--- src/rtl/wb_port_arbiter.sv ---
// Register-file write-port arbiter: pipeline writeback has priority, slow-unit
// results wait in a 2-entry FIFO, and a starvation counter forces a drain.
module wb_port_arbiter #(
  parameter int STARVE_LIMIT = 4
) (
  input  logic        clk,
  input  logic        rst,
  input  logic        pipe_we,
  input  logic [4:0]  pipe_rd,
  input  logic [31:0] pipe_data,
  output logic        pipe_stall,
  input  logic        slow_valid,
  output logic        slow_ready,
  input  logic [4:0]  slow_rd,
  input  logic [31:0] slow_data,
  output logic        rf_we,
  output logic [4:0]  rf_rd,
  output logic [31:0] rf_wdata,
  output logic [31:0] pending_mask
);

  typedef enum logic {NORMAL, FORCE} state_t;

  localparam logic [3:0] STARVE_LAST = 4'(STARVE_LIMIT - 1);

  state_t      state, state_next;
  logic [4:0]  fifo_rd   [2];
  logic [31:0] fifo_data [2];
  logic        wptr, rptr;
  logic [1:0]  count;
  logic [3:0]  starve, starve_next;
  logic        fifo_empty, push, pop, pipe_use;
  logic [4:0]  head_rd;
  logic [31:0] head_data;

  assign fifo_empty = (count == 2'd0);
  assign slow_ready = (count != 2'd2);
  assign push       = slow_valid & slow_ready;
  assign pipe_stall = (state == FORCE);
  assign pipe_use   = pipe_we & (pipe_rd != 5'd0) & ~pipe_stall;
  assign head_rd    = fifo_rd[rptr];
  assign head_data  = fifo_data[rptr];

  always_comb begin
    state_next  = state;
    starve_next = starve;
    pop         = 1'b0;
    rf_we       = 1'b0;
    rf_rd       = 5'd0;
    rf_wdata    = 32'd0;
    case (state)
      FORCE: begin
        pop        = ~fifo_empty;
        rf_we      = ~fifo_empty & (head_rd != 5'd0);
        rf_rd      = head_rd;
        rf_wdata   = head_data;
        state_next = NORMAL;
      end
      default: begin
        if (pipe_use) begin
          rf_we    = 1'b1;
          rf_rd    = pipe_rd;
          rf_wdata = pipe_data;
          if (!fifo_empty) begin
            if (starve == STARVE_LAST) begin
              state_next  = FORCE;
              starve_next = 4'd0;
            end else begin
              starve_next = starve + 4'd1;
            end
          end
        end else if (!fifo_empty) begin
          pop      = 1'b1;
          rf_we    = (head_rd != 5'd0);
          rf_rd    = head_rd;
          rf_wdata = head_data;
        end
      end
    endcase
    if (pop) starve_next = 4'd0;
    // Reset must silence the write port immediately, even with pipe_we high.
    if (rst) rf_we = 1'b0;
  end

  always_ff @(posedge clk or posedge rst) begin
    if (rst) begin
      state  <= NORMAL;
      starve <= 4'd0;
      count  <= 2'd0;
      wptr   <= 1'b0;
      rptr   <= 1'b0;
    end else begin
      state  <= state_next;
      starve <= starve_next;
      if (push) wptr <= ~wptr;
      if (pop)  rptr <= ~rptr;
      case ({push, pop})
        2'b10:   count <= count + 2'd1;
        2'b01:   count <= count - 2'd1;
        default: count <= count;
      endcase
    end
  end

  // Storage needs no reset: validity lives entirely in count and the pointers.
  always_ff @(posedge clk) begin
    if (push) begin
      fifo_rd[wptr]   <= slow_rd;
      fifo_data[wptr] <= slow_data;
    end
  end

  always_comb begin
    pending_mask = 32'd0;
    if (count != 2'd0) pending_mask[head_rd] = 1'b1;
    if (count == 2'd2) pending_mask[fifo_rd[~rptr]] = 1'b1;
    pending_mask[0] = 1'b0;
  end

  force_nonempty: assert property (@(posedge clk) disable iff (rst)
    (state == FORCE) |-> (count != 2'd0));

endmodule

--- config.mk ---
export PLATFORM = sky130hd
export DESIGN_NAME = wb_port_arbiter
export DESIGN_NICKNAME = d
export VERILOG_FILES = /design/src/rtl/wb_port_arbiter.sv
export SDC_FILE = /design/constraint.sdc
export NUM_CORES = 1
export LEC_CHECK = 0
export BUFFER_PORTS_ARGS = -buffer_cell sky130_fd_sc_hd__buf_2
export CAP_MARGIN = 15
export CORE_MARGIN = 8
export CORE_UTILIZATION = 50
export DETAILED_ROUTE_END_ITERATION = 8
export MAX_ROUTING_LAYER = met4
export PLACE_DENSITY = 0.85
export SYNTH_ARGS = -nofsm -noshare
export SYNTH_HDL_FRONTEND = slang
export SYNTH_SLANG_ARGS = --single-unit
--- constraint.sdc ---
create_clock -name clk -period 4.75 [get_ports clk]
set_input_delay 0.2375 -clock clk [delete_from_list [all_inputs] [get_ports clk]]
set_output_delay 0.2375 -clock clk [all_outputs]
set_load 0.05 [all_outputs]
# Yosys cells after proc, flatten, opt, wreduce, memory -nomap -nowiden
# Memories as Yosys holds them, arrays and structs flattened.
# Index checks and enable logic that the tools add are counted.
dict set report word_totals {
  out_inout_bits 72
  n_memories 2
  ram_bits 74
  ff_bits 9
}
dict set report op_classes {
  addsub 3
  n_bitwise 9
  eq_ne 7
  n_reduce_logical 9
  order_cmp 4
  mux 31
}
# memory words word_bits rd rd_ports_with_merged_regs wr line_no
set mem_list {}
lappend mem_list {fifo_data 2 32 1 0 1 28} ;# logic [31:0] fifo_data [2];
lappend mem_list {fifo_rd 2 5 2 0 1 27} ;# logic [4:0] fifo_rd [2];
# cell count
set op_table {}
lappend op_table {{2-to-1 mux 32 bit} 5}
lappend op_table {{bitwise OR 32 bit} 1}
lappend op_table {{2-to-1 mux 4 bit} 5}
lappend op_table {{2-to-1 mux 1 bit} 15}
lappend op_table {{2-to-1 mux 5 bit} 3}
lappend op_table {{less-than comparator 5 x 6 -> 1 bit (second input constant)} 2}
lappend op_table {{demux 1 bit (select 5 bit)} 2}
lappend op_table {{greater-or-equal comparator 5 x 1 -> 1 bit (second input constant)} 2}
lappend op_table {{nonzero test 5 bit} 2}
lappend op_table {{nonzero test 2 bit} 3}
lappend op_table {{adder 4 x 1 -> 4 bit (second input constant)} 1}
lappend op_table {{AND 1 bit} 4}
lappend op_table {{== test 2 bit (second input constant)} 2}
lappend op_table {{== test 4 x 2 -> 1 bit (second input constant)} 1}
lappend op_table {{inequality test 2 x 1 -> 1 bit (second input constant)} 2}
lappend op_table {{NOT 1 bit} 4}
lappend op_table {{case mux 2 bit (2 select lines)} 1}
lappend op_table {{AND reduction 3 bit} 1}
lappend op_table {{adder 2 x 1 -> 2 bit (second input constant)} 1}
lappend op_table {{== test 2 x 1 -> 1 bit (second input constant)} 1}
lappend op_table {{logical AND 1 bit} 2}
lappend op_table {{logical NOT 2 bit} 1}
lappend op_table {{inequality test 2 bit (second input constant)} 1}
lappend op_table {{subtractor 2 x 1 -> 2 bit (second input constant)} 1}

# Longest topological paths before layout
# Gate-level depths: netlist of run 1.
# An unclocked memory read counts as a cell.
dict set report logic_depth {
  ltp_word 8
  depth_mapped 8
  ltp_nobuf 7
}

# Worst setup path before layout of run 1
# OpenSTA, ideal clock, no wires.
dict set report synth_timing {
  kind {reg2reg}
  startpoint {register count[1]}
  endpoint {memory fifo_data[0][0], enable pin}
  setup_slack_ns 1.648
  stages_incl_launch_ff 5
  path_buffers 0
  t_required_ns 4.319
  t_arrival_ns 2.670
  setup_ns 0.431
  synth_period_minus_slack_ns 3.102
  cell_sequence {dfrtp_1 -> nor2b_1 -> inv_1 -> nand2_1 -> nor2_1}
}
dict set report synth_between {
  elab_chain_len 4
}
# element line_no
set synth_rtl {}
lappend synth_rtl {{from (decl)} 30} ;# logic [1:0] count;
lappend synth_rtl {{from (signal assigned)} 98} ;# 2'b10: count <= count + 2'd1;
lappend synth_rtl {{from (signal assigned)} 99} ;# 2'b01: count <= count - 2'd1;
lappend synth_rtl {{from (signal assigned)} 100} ;# default: count <= count;
lappend synth_rtl {{inequality test 2 bit} 37} ;# assign slow_ready = (count != 2'd2);
lappend synth_rtl {{net slow_ready} 13} ;# output logic slow_ready,
lappend synth_rtl {{AND 1 bit} 38} ;# assign push = slow_valid & slow_ready;
lappend synth_rtl {{2-to-1 mux 1 bit} 107} ;# if (push) begin
lappend synth_rtl {{2-to-1 mux 1 bit (not written as such)} 109} ;# fifo_data[wptr] <= slow_data;
lappend synth_rtl {{to (decl)} 28}
# The timed path passes the listed nets, and every way through them passes these cells.

# Worst setup path after layout of run 1
dict set report layout_timing {
  startpoint {register rptr}
  endpoint {output pending_mask[8]}
}
dict set report layout_between {
  elab_chain_len 8
}
# element line_no
set layout_rtl {}
lappend layout_rtl {{from (decl)} 29} ;# logic wptr, rptr;
lappend layout_rtl {{from (signal assigned)} 96} ;# if (pop) rptr <= ~rptr;
lappend layout_rtl {{memory read (2 x 5 bit) *} n/a}
lappend layout_rtl {{less-than comparator 5 x 6 -> 1 bit (not written as such), or another cell as far along} 115} ;# if (count != 2'd0) pending_mask[head_rd] = 1'b1;
lappend layout_rtl {{logical AND 1 bit (not written as such), or another cell as far along} 115}
lappend layout_rtl {{2-to-1 mux 1 bit (not written as such) or logical AND 1 bit (tied branches)} {115, 116}}
lappend layout_rtl {{demux 1 bit (select 5 bit) or 2-to-1 mux 1 bit (tied branches)} {115, 116}}
lappend layout_rtl {{2-to-1 mux 32 bit or demux 1 bit (select 5 bit) (tied branches)} {115, 116}}
lappend layout_rtl {{bitwise OR 32 bit (no line)} n/a}
lappend layout_rtl {{2-to-1 mux 32 bit *} 116} ;# if (count == 2'd2) pending_mask[fifo_rd[~rptr]] = 1'b1;
lappend layout_rtl {{to (decl)} 19} ;# output logic [31:0] pending_mask
# Every way passes the cells marked *; elsewhere a longest branch is shown, timed or not.

==> metrics.md, run 1 <==
| Metric | Value |
|---|---|
| Worst rel slew slack | 0.289 |
| Routed Antenna Nets | 0 |
| Avg Inst Size Synth | 12.0 sq um |
| Synth Area in Simple Gates | 0.116 |
| GR Util met3 | 0.0552 |
| Post-Route Setup TNS | 0 ps |
| CP Launch Type | register |
| Initial drt markers | 184 |
| Final HPWL DP | 7200 microns |
| Port bufs | 148 |
| Post-Syn Area | 0.00411 sq mm |
| CTS tree | yes |
| Die area | 0.0114 sq mm |
| GRT Total Usage | 0.176 |
| Largest net degree at the start of global routing | 50 |
| Synth Instances | 343 |
| Mapped Nets | 423 |
| Setup Viol. Count Final | 0 |
| Grt ovf | 0 |
| Routed WL per cell | 16.8 microns |
| Synth Area in Adders | 0.00610 |
| Max Buffers Root-to-Sink | 2 |
| GRT met1 Usage | 0.197 |
| Wirelength, routed | 10000 microns |
| Final worst path period share | 0.611 |
| Warnings, synthesis | 0 |
| VDD IR-drop max | 0.324 mV |
| Ports | 150 |
| Period minus WS final | 2900 ps |
| Crit path capture type | output port |
| DR pass1 iterations | 4 |
| Worst Slack Setup Final | 1850 ps |
| Reg clk slew, reported paths | 90 ps |
| Share of the yosys chip area belonging to registers | 0.596 |
| Final number of hold-violating endpoints | 0 |
| Crit path kind | register to output port |
| Synth Area in XOR/XNOR | 0.0125 |
| PwrDens | 620 mW/mm^2 |
| Outcome | finished, final reports clean |
| CTS Buf Count | 9 |
| Flop2flop setup slack | 2450 ps |
| Unrepaired setup endpoints after global routing | false |
| Pre-CTS setup slack | 2210 ps |
| Worst EP required | 4510 ps |
| Final Wtd Congestion | 0.901 |
| Initial antenna violation count | 1 |
| Cts repair resizes | 0 |
| Worst Hold Depth | 1 |
| Largest family of logic cells by synthesized area | compound AO/OA/AOI/OAI gates |
| Clock root cell | clkbuf_8 |
| Layout cell share with drive strength beyond 1 | 0.362 |
| Worst-Skew Late Latency | 350 ps |
| Max Fclk | 344 MHz |
| Initial Utilization | 0.507 |
| # clock sinks | 83 |
| Dpl cells | 577 |
| Seq cells post-synth | 83 |
| Worst Reg-to-Reg Cells | 6 |
| Non-filler cells, final | 595 |
| Most Used Layer, Global Route | met2 |
| Core Area | 0.00809 sq mm |
| Vias in the first global route | 3356 |
| Slew Limit Fails | 0 |
| Clock skew | 10.4 ps |
| First-pass GRT wire length | 15700 microns |
| Die Wd | 107 microns |
| Area Growth Syn to Fin | 23.4% |
| H-tree levels | 3 |
| Netlist cell types | 38 |
| Worst min path class | input port to register |
| Post-CTS Setup Inserts | 0 |
| Max cap viols | 0 |
| Hold Buf Count CTS | 1 |
| Final Net Count | 564 |
| CP Data Arrival Time | 2670 ps |
| Static Leakage | 2.17 nW |
| Vias | 3230 |
| Slew @ Worst Pin | 1060 ps |
| Crit-path max FO | 49 |
| Row cnt | 33 |
| Die Height | 107 microns |
| Met2 usage | 0.292 |
| Residual DRC | 0 |
| Compound-Gate Fraction of Synth Area | 0.126 |
| Via-per-instance ratio | 5.43 |
| Post-synthesis mux area share | 0.106 |
cell usage in the layout (no fill, tap or decap), types with 2 or more instances in the layout:
master        n
edfxtp_1     74
xnor2_1       3
a21oi_1       2
nor2_1        8
inv_6         2
nor3_1        5
a22o_1        2
inv_1         4
buf_2       148
nand3_1       9
o22ai_1      32
nand2_1      57
and3b_1       4
o21ai_0      37
dfrtp_1       8
clkinvlp_4    3
mux2i_1      40
nor2b_1       2
mux2_2        3
clkbuf_8      9
nor3b_1       6
ha_1          2
o21ai_1       8
cell usage after synthesis, drive strengths merged:
cell / count / area [sq um]
a21o: 1 / 7.51
a21oi: 3 / 26.3
a22o: 2 / 17.5
and2: 1 / 6.26
and2b: 1 / 7.51
and3: 2 / 12.5
and3b: 4 / 35.0
buf: 16 / 123
clkbuf: 4 / 16.3
conb: 1 / 3.75
dfrtp: 9 / 225
edfxtp: 74 / 2220
ha: 2 / 25.0
inv: 4 / 15.0
mux2: 3 / 33.8
mux2i: 40 / 400
nand2: 57 / 214
nand3: 9 / 45.0
nor2: 10 / 53.8
nor2b: 2 / 12.5
nor3: 5 / 25.0
nor3b: 6 / 45.0
o2111ai: 1 / 8.76
o21ai: 45 / 225
o22ai: 32 / 200
o31a: 1 / 8.76
o31ai: 1 / 21.3
or2: 1 / 6.26
or3: 1 / 11.3
xnor2: 3 / 26.3
xor2: 2 / 25.0
logic make-up after synthesis:
family	count (synthesis)
flip-flops	83
XOR/XNOR	5
AND/OR/NAND/NOR	99
multiplexers	43
AO/OA/AOI/OAI	86
other	1
adder cells (fa/ha/maj)	2
buffers and inverters	24
per-layer routing:
metal  share of wire  vias up
li1                -     1572
met1            0.41     1521
met2            0.51      131
met3           0.077        6
met4          0.0066        0
met5               0        -
final timing paths:
path                                      startpoint                    endpoint
worst max-delay path                rptr$_DFFE_PP0N_             pending_mask[8]
worst min-delay path                   slow_data[15]  fifo_data[1][15]$_DFFE_PP_
worst max register to register  pipe_stall$_DFF_PP0_        count[1]$_DFFE_PP0P_
worst min register to register  count[1]$_DFFE_PP0P_        count[1]$_DFFE_PP0P_
max in group asynchronous                        rst            rptr$_DFFE_PP0N_
min in group asynchronous                        rst       starve[0]$_DFFE_PP0P_
registers in the layout (all words and copies together) (netlist names):
name / cells
rptr: 1
wptr: 1
starve: 4
fifo_data: 64
pipe_stall: 1
fifo_rd: 10
count: 2
stage by stage:
stage / utilization / hold slack, ps / power (W) / instance area [sq um]
floorplan: - / 65.4 / 0.00234 / 4110
global placement: 0.600 / 228 / 0.00262 / 4860
detailed placement: 0.600 / 237 / 0.00267 / 4860
CTS: 0.626 / 57.6 / 0.00316 / 5060
global route: 0.626 / 48.4 / 0.00331 / 5070
finish: 0.626 / 76.0 / 0.00314 / 5070
critical path, cell delays in order, from the launching register on:
cell and delay [ps]:
dfrtp_2 560, buf_4 630, nor3b_1 340, o21ai_1 260, o22ai_1 250, buf_2 300
layout make-up:
class / instances / area [sq um]
fill: 657 / 3030
sequential: 83 / 2450
multi-input combinational: 236 / 1510
timing repair buffer: 150 / 758
tap: 105 / 131
clock buffer: 9 / 124
clock inverter: 7 / 73.8
inverter: 4 / 15.0
antenna: 1 / 2.50
power by group:
group / switching (W) / leakage, nW / internal [W]
clock network: 0.000256 / 0.0899 / 0.000245
registers: 0.0000955 / 0.801 / 0.000999
logic: 0.00113 / 1.28 / 0.000414
total: 0.00149 / 2.17 / 0.00166
Note: power is estimated with default switching activity, not from simulation.
==> inputs of run 2 (changes only) <==
ABC_AREA = 1   (was default)
PLACE_DENSITY = 0.84   (was 0.85)
clock period = 2.7 ns   (was 4.75 ns; I/O delays follow)
==> metrics.md, run 2 <==
| Metric | Value |
|---|---|
| Ports | 150 |
| CTS Buf Count | 9 |
| Die area | 0.0117 sq mm |
| Slew @ Worst Pin | 676 ps |
| Cts repair resizes | 0 |
| Post-Route Setup TNS | 0 ps |
| Final HPWL DP | 7910 microns |
| Netlist cell types | 30 |
| Crit path capture type | output port |
| Mapped Nets | 575 |
| Die Height | 108 microns |
| Static Leakage | 2.73 nW |
| Initial drt markers | 287 |
| Row cnt | 33 |
| Routed WL per cell | 14.8 microns |
| Routed Antenna Nets | 0 |
| Area occupied by multi-input gates | 0.00161 sq mm |
| Vias | 3948 |
| Crit-path max FO | 42 |
| Most numerous cell in the Yosys netlist | nand2_1 |
| Top post-synthesis cells by count | nand2_1 (271), edfxtp_1 (74), o21ai_1 (28) |
| Worst EP required | 2570 ps |
| VDD IR-drop max | 0.652 mV |
| Worst rel slew slack | 0.549 |
| Crit path kind | register to output port |
| Share of the yosys chip area belonging to registers | 0.578 |
| H-tree levels | 3 |
| Max Buffers Root-to-Sink | 2 |
| Wirelength, routed | 11800 microns |
| Port bufs | 148 |
| Residual DRC | 0 |
| Final number of hold-violating endpoints | 0 |
| CTS tree | yes |
| Overall Power | 0.00613 W |
| Worst min path class | input port to register |
| Critical R2R Capture | count[1]$_DFFE_PP0P_ |
| Slew Limit Fails | 0 |
| GRT Total Usage | 0.206 |
| Fin util | 0.688 |
| Synth Instances | 495 |
| Initial antenna violation count | 1 |
| Most Frequent Cell on Critical Path | nand2_1 |
| CP Data Arrival Time | 2320 ps |
| Biggest regs | fifo_data x64, fifo_rd x10, starve x4 |
| Crit path launch | rptr$_DFFE_PP0N_ |
| Vias in the first global route | 4014 |
| Via-per-instance ratio | 4.98 |
| Largest net degree at the start of global routing | 43 |
| Max Fclk | 407 MHz |
| Worst Reg-to-Reg Cells | 7 |
| Flop2flop setup slack | 850 ps |
| Worst r2r src | count[0]$_DFFE_PP0P_ |
| PwrDens | 1080 mW/mm^2 |
| Fill count | 629 |
| First-pass GRT wire length | 18700 microns |
| Core Area | 0.00822 sq mm |
| Post-Syn Area | 0.00424 sq mm |
| Unrepaired setup endpoints after global routing | false |
| Warnings, synthesis | 0 |
| Area Growth Syn to Fin | 33.5% |
| Final worst path period share | 0.910 |
| Max FFs per register | 64 |
| Delay-heaviest family, CP | simple AND/OR/NAND/NOR gates |
| Layout cell share with drive strength beyond 1 | 0.296 |
| Final Net Count | 762 |
| Initial Utilization | 0.516 |
| Main area contributors after synthesis | edfxtp_1 (52%), nand2_1 (24%), dfrtp_1 (5.3%), o21ai_1 (3.3%), nor2_1 (1.8%) |
| Top_reg_cell synth | edfxtp_1 |
| Max cap viols | 0 |
| Post-CTS Setup Inserts | 0 |
| Die Wd | 108 microns |
| Outcome | finished, final reports clean |
| Post-synth top area cell | edfxtp_1 |
| Setup Viol. Count Final | 0 |
| CP bufs+invs | 3 |
| Commonest cells after routing, fill and taps aside | nand2_1 (271), buf_2 (148), edfxtp_1 (74), dlygate4sd3_1 (38), o21ai_1 (28) |
| Worst stage delay on the critical path | 430 ps |
| Worst-Skew Late Latency | 350 ps |
| Seq cells post-synth | 83 |
| Clock skew | 12.5 ps |
| CP Launch Type | register |
| Final Wtd Congestion | 0.888 |
| # clock sinks | 83 |
| EDFF count, synth | 74 |
| Most common cell after layout, fill and taps aside | nand2_1 |
| Reg clk slew, reported paths | 80 ps |
| Clock root cell | clkbuf_8 |
| Reg with most FFs | fifo_data |
| Grt ovf | 0 |
| Crit-path cells | inv_4, nand2_1, nand2_2, inv_1, nor2_2, nand2_1, o21ai_0, buf_2 |
| Post-synth top area share | 0.524 |
| Register Area | 0.00245 sq mm |
| Avg Inst Size Synth | 8.56 sq um |
| Critical path destination | pending_mask[7] |
| Slowest-stage cell, CP | dfrtp_1 |
| Period minus WS final | 2460 ps |
| Critical Path Stages | 8 |
| Async S/R FF share, synth | 0.108 |
| DR pass1 iterations | 7 |
[run 2: cell families (layout without fill, tap and decap cells)]
kind of cell / count (synthesis) / in the layout / synth area share
simple gates: 322 / 322 / 0.309
xor+xnor: 4 / 4 / 0.00827
flops: 83 / 83 / 0.578
fa+ha+maj: 2 / 2 / 0.00590
other cells: 1 / 2 / 0.000885
compound gates: 42 / 42 / 0.0514
buf+inv: 41 / 232 / 0.0466
[run 2: worst register-to-register path, delay by kind of cell (launching register included)]
kind,cells,cell delay [ps]
DFF,1,460
AOI/OAI and AO/OA,2,210
adders and majority gates,1,300
buffers and inverters,1,130
xor gates and xnor gates,1,150
and+or+nand+nor,2,500
[run 2: stage by stage]
stage          hold WS [ps]  cell area (sq um)  setup WS (ps)  std cells
2_1_floorplan         -37.1               4240            166        495
3_3_place_gp            126               5070            754        738
3_5_place_dp            132               5070            638        738
4_1_cts                46.9               5650            248        791
5_1_grt                72.0               5660           53.6        792
6_report               51.4               5660            242        792
[run 2: area by class of cell]
class | instances | share of cell area
flip-flops and latches | 83 | 0.433
multi-input cells | 371 | 0.284
repair buffers | 192 | 0.206
well taps | 105 | 0.0232
diodes | 1 | 0.000442
clock inverters | 6 | 0.0144
clock buffers | 9 | 0.0219
inverters | 25 | 0.0170
[run 2: power by group]
group | leakage, nW | switching (W) | internal [W]
Combinational | 1.82 | 0.00256 | 0.000768
Sequential | 0.801 | 0.000123 | 0.00175
Clock | 0.104 | 0.000420 | 0.000509
Total | 2.73 | 0.00311 | 0.00303
[run 2: worst min-delay path by stage]
stage / cells after the start / from / endpoint / slack (ps)
after floorplan: 1 / rst / count[0]$_DFFE_PP0P_ / -40
after global placement: 2 / rst / pipe_stall$_DFF_PP0_ / 130
after detailed placement: 2 / rst / starve[3]$_DFFE_PP0P_ / 130
after CTS: 3 / slow_valid / wptr$_DFFE_PP0P_ / 50
after global routing: 3 / slow_valid / wptr$_DFFE_PP0P_ / 70
final: 3 / slow_valid / wptr$_DFFE_PP0P_ / 50
[run 2: repair_timing]
item	4_1_cts	5_1_grt
endpoints found under the hold margin	83	0
hold buffers	38	0
setup endpoints to repair	0	0
[run 2: layer usage]
layer  wire length (microns)  vias to the layer above  global-route usage
li1                        -                     1959                   -
met1                    4410                     1789               0.222
met2                    6180                      182               0.363
met3                     986                       18              0.0434
met4                     180                        0              0.0763
met5                       0                        -                   -
